### src/rtl/macc_pkg.sv
// Shared constants and FSM state type for the nibble-serial MACC sequencer.
package macc_pkg;

  localparam int unsigned NIB_W = 4;

  typedef enum logic [1:0] {
    IDLE = 2'd0,
    RUN  = 2'd1,
    DONE = 2'd2
  } macc_seq_state_t;

endpackage : macc_pkg

### src/rtl/macc_nib_pp.sv
// Combinational WIDTH x 4 unsigned partial product shared by every nibble step.
module macc_nib_pp
  import macc_pkg::*;
#(
  parameter int unsigned WIDTH = 8
) (
  input  logic [WIDTH-1:0]       a,
  input  logic [NIB_W-1:0]       nib,
  output logic [WIDTH+NIB_W-1:0] pp
);

  localparam int unsigned PP_W = WIDTH + NIB_W;

  // Full-width product of the multiplicand and one multiplier nibble.
  assign pp = PP_W'(a) * PP_W'(nib);

endmodule : macc_nib_pp

### src/rtl/macc_nibble_seq.sv
// Nibble-serial multiplier controller: accepts (a, b), walks b one nibble per
// cycle LSB first through a shared partial-product stage, returns the product.
// Optional macro MACC_SEQ_ACC_EN: accumulator persists across transactions
// (result = previous result + a*b) and port acc_clr clears it while idle.
module macc_nibble_seq
  import macc_pkg::*;
#(
  parameter int unsigned WIDTH = 8,
  parameter int unsigned ACC_W = 2 * WIDTH + 4
) (
  input  logic             clk,
  input  logic             rst_n,
`ifdef MACC_SEQ_ACC_EN
  input  logic             acc_clr,
`endif
  input  logic             in_valid,
  output logic             in_ready,
  input  logic [WIDTH-1:0] a,
  input  logic [WIDTH-1:0] b,
  output logic             out_valid,
  input  logic             out_ready,
  output logic [ACC_W-1:0] result,
  output logic             busy
);

  localparam int unsigned NIBS  = WIDTH / NIB_W;
  localparam int unsigned IDX_W = (NIBS > 1) ? $clog2(NIBS) : 1;
  localparam int unsigned PP_W  = WIDTH + NIB_W;

  macc_seq_state_t   state_q, state_d;
  logic [IDX_W-1:0]  idx_q, idx_d;
  logic [WIDTH-1:0]  a_q, a_d;
  logic [WIDTH-1:0]  b_q, b_d;
  logic [ACC_W-1:0]  acc_q, acc_d;
  logic [NIB_W-1:0]  nib;
  logic [PP_W-1:0]   pp;

  // Select the multiplier nibble addressed by the step counter.
  assign nib = NIB_W'(b_q >> (NIB_W * idx_q));

  macc_nib_pp #(
    .WIDTH (WIDTH)
  ) u_pp (
    .a   (a_q),
    .nib (nib),
    .pp  (pp)
  );

  // Next-state, operand capture and accumulate logic.
  always_comb begin
    state_d = state_q;
    idx_d   = idx_q;
    a_d     = a_q;
    b_d     = b_q;
    acc_d   = acc_q;
    unique case (state_q)
      IDLE: begin
`ifdef MACC_SEQ_ACC_EN
        if (acc_clr) begin
          acc_d = '0;
        end
`endif
        if (in_valid) begin
          a_d     = a;
          b_d     = b;
          idx_d   = '0;
`ifndef MACC_SEQ_ACC_EN
          acc_d   = '0;
`endif
          state_d = RUN;
        end
      end
      RUN: begin
        acc_d = acc_q + (ACC_W'(pp) << (NIB_W * idx_q));
        if (idx_q == IDX_W'(NIBS - 1)) begin
          idx_d   = '0;
          state_d = DONE;
        end else begin
          idx_d = idx_q + IDX_W'(1);
        end
      end
      DONE: begin
        if (out_ready) begin
          state_d = IDLE;
        end
      end
      default: begin
        state_d = IDLE;
      end
    endcase
  end

  // State, counter, operand and accumulator registers.
  always_ff @(posedge clk or negedge rst_n) begin
    if (!rst_n) begin
      state_q <= IDLE;
      idx_q   <= '0;
      a_q     <= '0;
      b_q     <= '0;
      acc_q   <= '0;
    end else begin
      state_q <= state_d;
      idx_q   <= idx_d;
      a_q     <= a_d;
      b_q     <= b_d;
      acc_q   <= acc_d;
    end
  end

  // Handshake and status decode straight from the state register.
  assign in_ready  = (state_q == IDLE);
  assign out_valid = (state_q == DONE);
  assign busy      = (state_q != IDLE);
  assign result    = acc_q;

endmodule : macc_nibble_seq
### config.mk
export PLATFORM = sky130hd
export DESIGN_NAME = macc_nibble_seq
export DESIGN_NICKNAME = d
export VERILOG_FILES = /design/src/rtl/macc_pkg.sv /design/src/rtl/macc_nib_pp.sv /design/src/rtl/macc_nibble_seq.sv
export SDC_FILE = /design/constraint.sdc
export NUM_CORES = 1
export LEC_CHECK = 0
export ABC_AREA = 1
export CAP_MARGIN = 40
export CORE_MARGIN = 4
export CORE_UTILIZATION = 45
export DETAILED_ROUTE_END_ITERATION = 8
export PLACE_DENSITY = 0.66
export SLEW_MARGIN = 20
export SYNTH_ARGS = -nofsm -noshare
export SYNTH_HDL_FRONTEND = slang
export SYNTH_SLANG_ARGS = --single-unit
### constraint.sdc
create_clock -name clk -period 5.1 [get_ports clk]
set_input_delay 0.765 -clock clk [delete_from_list [all_inputs] [get_ports clk]]
set_output_delay 0.765 -clock clk [all_outputs]
set_load 0.03 [all_outputs]
-- Word level (Yosys, flattened, before mapping)
Cells that the tools add are included.
- shift-type cells: 2
- equality and inequality tests: 5
- multiply operators: 1
- multiplexer cells: 9
- reductions and logical operators: 6
- add/subtract/negate cells: 2
- operator list (kind ; number):
    $pmux 20 s2 ; 1
    $add 20x20->20 ; 1
    $mux 20 ; 1
    $shl 12x3->20 ; 1
    $mul 8x4->12 ; 1
    $shr 8x3->4 ; 1
    $mux 2 ; 3
    $pmux 2 s3 ; 1
    $ne 2x2->1 const B ; 2
    $reduce_and 2->1 ; 2
    $reduce_bool 2->1 ; 2
    $reduce_and 3->1 ; 1
    $eq 2x1->1 const B ; 1
    $eq 2x2->1 const B ; 1
    $logic_not 2->1 ; 1
    $mux 1 ; 2
    $ne 2x1->1 const B ; 1
    $pmux 1 s2 ; 1
    $add 1x1->1 const B ; 1
- output and inout port bits: 23
- bits in registers: 39
- input port bits: 20

-- Logic depth before layout (Yosys ltp)
Gate-level depths: netlist (run 1).
- depth after elaboration: 5
- gate-level depth with buffers: 27
- gate-level depth less buffers: 26

-- Cells and area by module
Synthesis (run 1) repeated with hierarchy kept, for this count alone.
- cells, all modules: 590
- area, all modules: 3849.9 µm²
- by module, submodules not included (module ; times used ; cells an instance ; area an instance (µm²)):
    macc_nibble_seq ; 1 ; 416 ; 2802.7
    macc_nib_pp ; 1 ; 174 ; 1047.3

-- Worst setup path after synthesis (run 1)
No wires, ideal clock.
- path kind: reg-to-reg
- start: register idx_q
- end: register acc_q[18] (netlist: result[18])
- slack: 0.772 ns
- data arrival time: 4.215 ns
- stages on the path, launching flop included: 26
- cells stage by stage: dfrtp_1 buf_2 mux2i_1 nor2_1 fa_1 inv_1 fa_1 inv_1 ha_1 a21oi_1 nand2_1 nand2_1 nand3_1 xor2_1 mux2i_1 ha_1 nand2_2 inv_2 a21oi_2 nand3_2 nand2_1 nand2_1 nand2_1 nand2_1 nand2_1 inv_1
- cells in the longest elaborated chain, start to end: 5
- RTL lines (what ; RTL line ; source):
    from (decl) ; macc_nibble_seq.sv:31 ; logic [IDX_W-1:0] idx_q, idx_d;
    from (signal assigned) ; macc_nibble_seq.sv:103 ; idx_q <= idx_d;
    $shr 8x3->4 ; macc_nibble_seq.sv:39 ; assign nib = NIB_W'(b_q >> (NIB_W * idx_q));
    $mul 8x4->12 ; macc_nib_pp.sv:15 ; assign pp = PP_W'(a) * PP_W'(nib);
    $shl 12x3->20 (*) ; macc_nibble_seq.sv:74 ; acc_d = acc_q + (ACC_W'(pp) << (NIB_W * idx_q));
    $add 20x20->20 (*) ; macc_nibble_seq.sv:74 ;
    $pmux 20 s2 (*) ; macc_nibble_seq.sv:56 ; unique case (state_q)
    to (signal assigned) ; macc_nibble_seq.sv:100 ; acc_q <= '0;
    to (signal assigned) ; macc_nibble_seq.sv:106 ; acc_q <= acc_d;
    to (decl) ; macc_nibble_seq.sv:34 ; logic [ACC_W-1:0] acc_q, acc_d;
Mark *: on every way between the ends. The rest lies on a longest branch, timed or not.
A chain may end at the register's enable or synchronous reset.

-- Final worst setup path (run 1)
- start: register idx_q
- end: register acc_q[19] (netlist: result[19])
The elaborated chain is that of the path after synthesis.

==> impl_metrics.tcl, run 1 <==
set metrics [dict create \
    status "completed" \
    finalSetupTns_ns 0 \
    synth_top_area_share_pct 26.2 \
    synthDistinctLibCells 35 \
    place_hpwl_um 7440 \
    rows 32 \
    synthCells 527 \
    yosysTopAreaCell "dfrtp_1" \
    synth.area.top_cells "dfrtp_1 (26%), nand2_1 (16%), ha_1 (11%)" \
    die_h_um 99.0 \
    cts.clk_slew.worst_paths_ns 0.09 \
    ys_warn_count 0 \
    max-slew-margin-rel_pct 64.1 \
    cp_cell_sequence "mux2i_4 -> nor2_1 -> fa_1 -> inv_1 -> fa_1 -> inv_1 -> ha_1 -> a21oi_1 -> nand2_1 -> nand2_1 -> nand3_1 -> xor2_1 -> nor2_1 -> ha_1 -> nand2_1 -> inv_1 -> nand2_1 -> nor2_1 -> nand4_1 -> nand3_1 -> nand3_1 -> nand2_1 -> inv_1" \
    cp.depth 23 \
    maxCapViolations 0 \
    cts_hold_buf 0 \
    final_cell_mix "nand2_1 (155), nor2_1 (69), inv_1 (66)" \
    yosys.area_share.simple_pct 32.7 \
    placed_cell_area_um2 4270 \
    post_synth_fa_ha_maj_area_fraction_pct 18.1 \
    worst-path-max-fanout 6 \
    setup_slack_ns 0.343 \
    r2r-start "idx_q$_DFFE_PN0P_" \
    cp_slowest_stage_delay_ns 0.54 \
    grt_antenna_before_repair 0 \
    grt_max_degree 31 \
    arrival_ns 4.96 \
    path_delay_family "adder cells" \
    synth_top_family_by_area "simple AND/OR/NAND/NOR gates" \
    clockRootBuffer "clkbuf_8" \
    clk_latency_ns 0.30 \
    synthArstFlopShare_pct 100 \
    hold_viol 0 \
    synthMuxAreaShare_pct 4.30 \
    cts_tree "yes" \
    portBuffers 42 \
    antennaDiodeCount 0 \
    io_pins 43 \
    h-tree-depth 2 \
    syn_nets 593 \
    startpoint_type "flip-flop" \
    pre_cts_ws_ns 0.141 \
    fin_skew_ns 0.00604 \
    reg2reg_depth 23 \
    grt_use_total_pct 19.4 \
    start_util_pct 47.2 \
    ys_seq_area_share_pct 26.2 \
    syn_area_per_cell_um2 7.07 \
    die_area_um2 9790 \
    die_w_um 99.0 \
    ant_nets 0 \
    drive_gt1_share_pct 9.22 \
    overflow 0 \
    avgViaCountPerCell 5.02 \
    core_um2 7890 \
    grt_pass1_wl_um 15400 \
    synth_xor_area_share_pct 1.65 \
    period_needed_ns 4.76 \
    setup_viol 0 \
    cts_inserted_buffers 5 \
    cts.sinks 39 \
    crit_slowest_cell "fa_1" \
    drc 0 \
    syn_area_um2 3720 \
    post_drt_wl_per_cell_um 13.6 \
    ys.flop_type "dfrtp_1" \
    routed_wl_um 9190 \
    fin_crit_sh_pct 93.3 \
    fmax_mhz 210 \
    grt_pass1_vias 3208 \
    hold_path.class "in -> async" \
    syn2layout_area_growth_pct 18.8 \
    crit_top_cell "nand2_1" \
    cts_buffer_depth 2 \
    rrSetupSlack_ns 0.34 \
    layout.cells.most_common "nand2_1" \
    nets 640 \
    rsz0062_at_grt "no" \
    drtPass1Iterations 4 \
    gp_congestion 0.926 \
    synth-edff-count 0 \
    fillers 744 \
    crit_buf_inv 4 \
    drt_iter0_markers 183 \
    critPathRequiredTime_ns 5.30 \
    ys_ff_latch 39 \
    path_class "reg -> reg" \
    drv_slew 0 \
    endpoint_kind "flip-flop" \
    synth_compound_area_share_pct 8.20 \
    worst_slew_pin_slew_ns 0.538 \
    postLayoutCellArea_um2 4420 \
    rr_endpoint "result[19]$_DFFE_PN0P_" \
    num_vias 3401 \
]
[state kept, by name, indices dropped and copies added (netlist names)]
| register | cells |
|---|---|
| b_q | 8 |
| a_q | 8 |
| state_q | 2 |
| result | 20 |
| idx_q | 1 |
[logic make-up (layout without fill, tap and decap cells)]
group                      after synthesis  after routing
DFF                                     39             39
xor gates and xnor gates                 7              7
buffers and inverters                   81            129
AOI/OAI and AO/OA                       54             54
adders and majority gates               46             46
and+or+nand+nor                        288            288
muxes                                   12             12
[synthesized netlist by cell type (all sizes together), types with 4 or more instances]
| cell type | n |
|---|---|
| nor3 | 4 |
| fa | 13 |
| xnor2 | 5 |
| nor2 | 74 |
| mux2 | 8 |
| nand2 | 161 |
| mux2i | 4 |
| a21oi | 31 |
| or2 | 7 |
| ha | 33 |
| o21ai | 17 |
| nand3 | 32 |
| buf | 6 |
| dfrtp | 39 |
| nand4 | 4 |
| inv | 73 |
| nand3b | 5 |
[layer usage]
metal | track usage [%] | vias to the layer above | routed length, um
li1 | - | 1756 | -
met1 | 29.6 | 1557 | 4710
met2 | 28.9 | 81 | 3970
met3 | 2.76 | 7 | 411
met4 | 4.62 | 0 | 101
met5 | 0 | - | 0
[area by class of cell]
cell class	count	area [um2]	share of cell area, %
repair buffers	48	480	10.9
flip-flops and latches	39	976	22.1
clock inverters	3	67.6	1.53
multi-input cells	407	2430	54.9
well taps	102	128	2.88
clock buffers	5	68.8	1.56
inverters	73	274	6.19
[worst max-delay path by stage]
| stage | startpoint | to | slack [ns] |
|---|---|---|---|
| 2_1_floorplan | idx_q$_DFFE_PN0P_ | result[18]$_DFFE_PN0P_ | 0.77 |
| 3_3_place_gp | idx_q$_DFFE_PN0P_ | result[19]$_DFFE_PN0P_ | 0.20 |
| 3_5_place_dp | idx_q$_DFFE_PN0P_ | result[19]$_DFFE_PN0P_ | 0.14 |
| 4_1_cts | idx_q$_DFFE_PN0P_ | result[19]$_DFFE_PN0P_ | 0.11 |
| 5_1_grt | idx_q$_DFFE_PN0P_ | result[19]$_DFFE_PN0P_ | 0.03 |
| 6_report | idx_q$_DFFE_PN0P_ | result[19]$_DFFE_PN0P_ | 0.34 |
[timing repair]
item | CTS | global route
setup buffers | 0 | 1
setup endpoints to repair | 0 | 13
gates resized for setup | 0 | 2
[through the flow]
| stage | hold WS, ns | std cells | util (%) |
|---|---|---|---|
| after floorplan | 0.469 | 527 | - |
| after CTS | 0.450 | 676 | 55.8 |
| after detailed placement | 0.500 | 668 | 54.1 |
| after global routing | 0.465 | 677 | 56.1 |
| final | 0.431 | 677 | 56.1 |
| after global placement | 0.501 | 667 | 53.8 |
Power of run 1 is not shown: default switching activity piles up to over one toggle a cycle in this logic, so the estimate is an artifact.
==> run 2: changes to the inputs <==
--- a/config.mk
+++ b/config.mk
@@ -10,7 +10,9 @@
 export CORE_MARGIN = 4
 export CORE_UTILIZATION = 45
 export DETAILED_ROUTE_END_ITERATION = 8
+export GPL_TIMING_DRIVEN = 0
 export PLACE_DENSITY = 0.66
+export SKIP_CTS_REPAIR_TIMING = 1
 export SLEW_MARGIN = 20
 export SYNTH_ARGS = -nofsm -noshare
 export SYNTH_HDL_FRONTEND = slang
==> impl_metrics.tcl, run 2 (synthesized netlist as in run 1, its figures left out) <==
set metrics [dict create \
    placed_cell_area_um2 4290 \
    clockRootBuffer "clkbuf_8" \
    fin_skew_ns 0.00942 \
    fin_crit_sh_pct 92.8 \
    critPathRequiredTime_ns 5.29 \
    h-tree-depth 2 \
    setup_viol 0 \
    core_um2 7890 \
    cts.clk_slew.worst_paths_ns 0.09 \
    cts_buffer_depth 2 \
    largest_reg_flops 20 \
    place_hpwl_um 7460 \
    worst_slew_pin_slew_ns 0.435 \
    die_w_um 99.0 \
    finalSetupTns_ns 0 \
    routed_wl_um 9180 \
    clk_latency_ns 0.30 \
    die_area_um2 9790 \
    reg2reg_depth 23 \
    avgViaCountPerCell 5.05 \
    rrSetupSlack_ns 0.37 \
    fmax_mhz 211 \
    cts_inserted_buffers 5 \
    rows 32 \
    final_cell_mix "nand2_1 (155), nor2_1 (69), inv_1 (66)" \
    cts.sinks 39 \
    postLayoutCellArea_um2 4490 \
    hold_viol 0 \
    rsz0062_at_grt "no" \
    max-slew-margin-rel_pct 71.0 \
    grt_pass1_wl_um 15400 \
    status "completed" \
    gp_congestion 0.910 \
    path_class "reg -> reg" \
    period_needed_ns 4.73 \
    layout.cells.most_common "nand2_1" \
    final_core_util_pct 56.9 \
    nets 644 \
    r2r-start "idx_q$_DFFE_PN0P_" \
    grt_pass1_vias 3212 \
    rr_endpoint "result[14]$_DFFE_PN0P_" \
    arrival_ns 4.92 \
    grt_use_total_pct 19.1 \
    io_pins 43 \
    grt_max_degree 30 \
    antennaDiodeCount 0 \
    startpoint_type "flip-flop" \
    ant_nets 0 \
    overflow 0 \
    drt_iter0_markers 172 \
    maxCapViolations 0 \
    num_vias 3440 \
    endpoint_kind "flip-flop" \
    drtPass1Iterations 5 \
    hold_path.class "in -> async" \
    whs_ns 0.336 \
    worst-path-max-fanout 9 \
    post_drt_wl_per_cell_um 13.5 \
    start_util_pct 47.2 \
    portBuffers 42 \
    cts_tree "yes" \
    drive_gt1_share_pct 10.4 \
    grt_antenna_before_repair 0 \
    drc 0 \
    die_h_um 99.0 \
    syn2layout_area_growth_pct 20.6 \
    drv_slew 0 \
]
[run 2: how the worst max path moves through the flow]
| stage | to | slack [ns] | start | cells after the start |
|---|---|---|---|---|
| after floorplan | result[18]$_DFFE_PN0P_ | 0.77 | idx_q$_DFFE_PN0P_ | 25 |
| after detailed placement | result[18]$_DFFE_PN0P_ | 0.009 | idx_q$_DFFE_PN0P_ | 25 |
| after CTS | result[18]$_DFFE_PN0P_ | -0.04 | idx_q$_DFFE_PN0P_ | 25 |
| after global placement | result[18]$_DFFE_PN0P_ | 0.11 | idx_q$_DFFE_PN0P_ | 25 |
| final | result[14]$_DFFE_PN0P_ | 0.37 | idx_q$_DFFE_PN0P_ | 23 |
| after global routing | result[17]$_DFFE_PN0P_ | 0.04 | idx_q$_DFFE_PN0P_ | 24 |
[run 2: metrics by stage]
stage | setup slack, ns | instances
2_1_floorplan | 0.772 | 527
3_3_place_gp | 0.109 | 671
3_5_place_dp | 0.00929 | 672
4_1_cts | -0.0375 | 680
5_1_grt | 0.0387 | 681
6_report | 0.369 | 681
[run 2: layer usage]
| layer | vias up | GRT usage, % | wire (um) |
|---|---|---|---|
| met5 | - | 0 | 0 |
| met4 | 0 | 3.99 | 76 |
| met3 | 8 | 1.91 | 371 |
| met2 | 82 | 29.1 | 4030 |
| met1 | 1581 | 29.2 | 4710 |
| li1 | 1769 | - | - |
[run 2: cell type report]
type                       count  area [um2]
buffer                         8        58.8
tap                          102         128
multi-input combinational    407        2470
clock inverter                 3        67.6
clock buffer                   5        68.8
inverter                      73         274
fill                         754        3400
sequential                    39         976
timing repair buffer          44         443
[run 2: critical path: stages (launching register included)]
cell and delay [ns]:
dfrtp_1 0.38, buf_4 0.19, mux2i_4 0.23, or2_2 0.31, fa_1 0.54, inv_1 0.06, fa_1 0.54, fa_1 0.50
nand3_1 0.11, nand2_1 0.10, nand4_1 0.12, nand3b_1 0.11, nand3_1 0.10, o21ai_0 0.11, ha_1 0.38, nand2_1 0.09
inv_2 0.06, nand3_1 0.14, nor3_1 0.17, nand2_1 0.13, nand2_1 0.09, nand2_1 0.05, nand3_1 0.06, nand2_1 0.05
Power of run 2 is left out for the same reason.
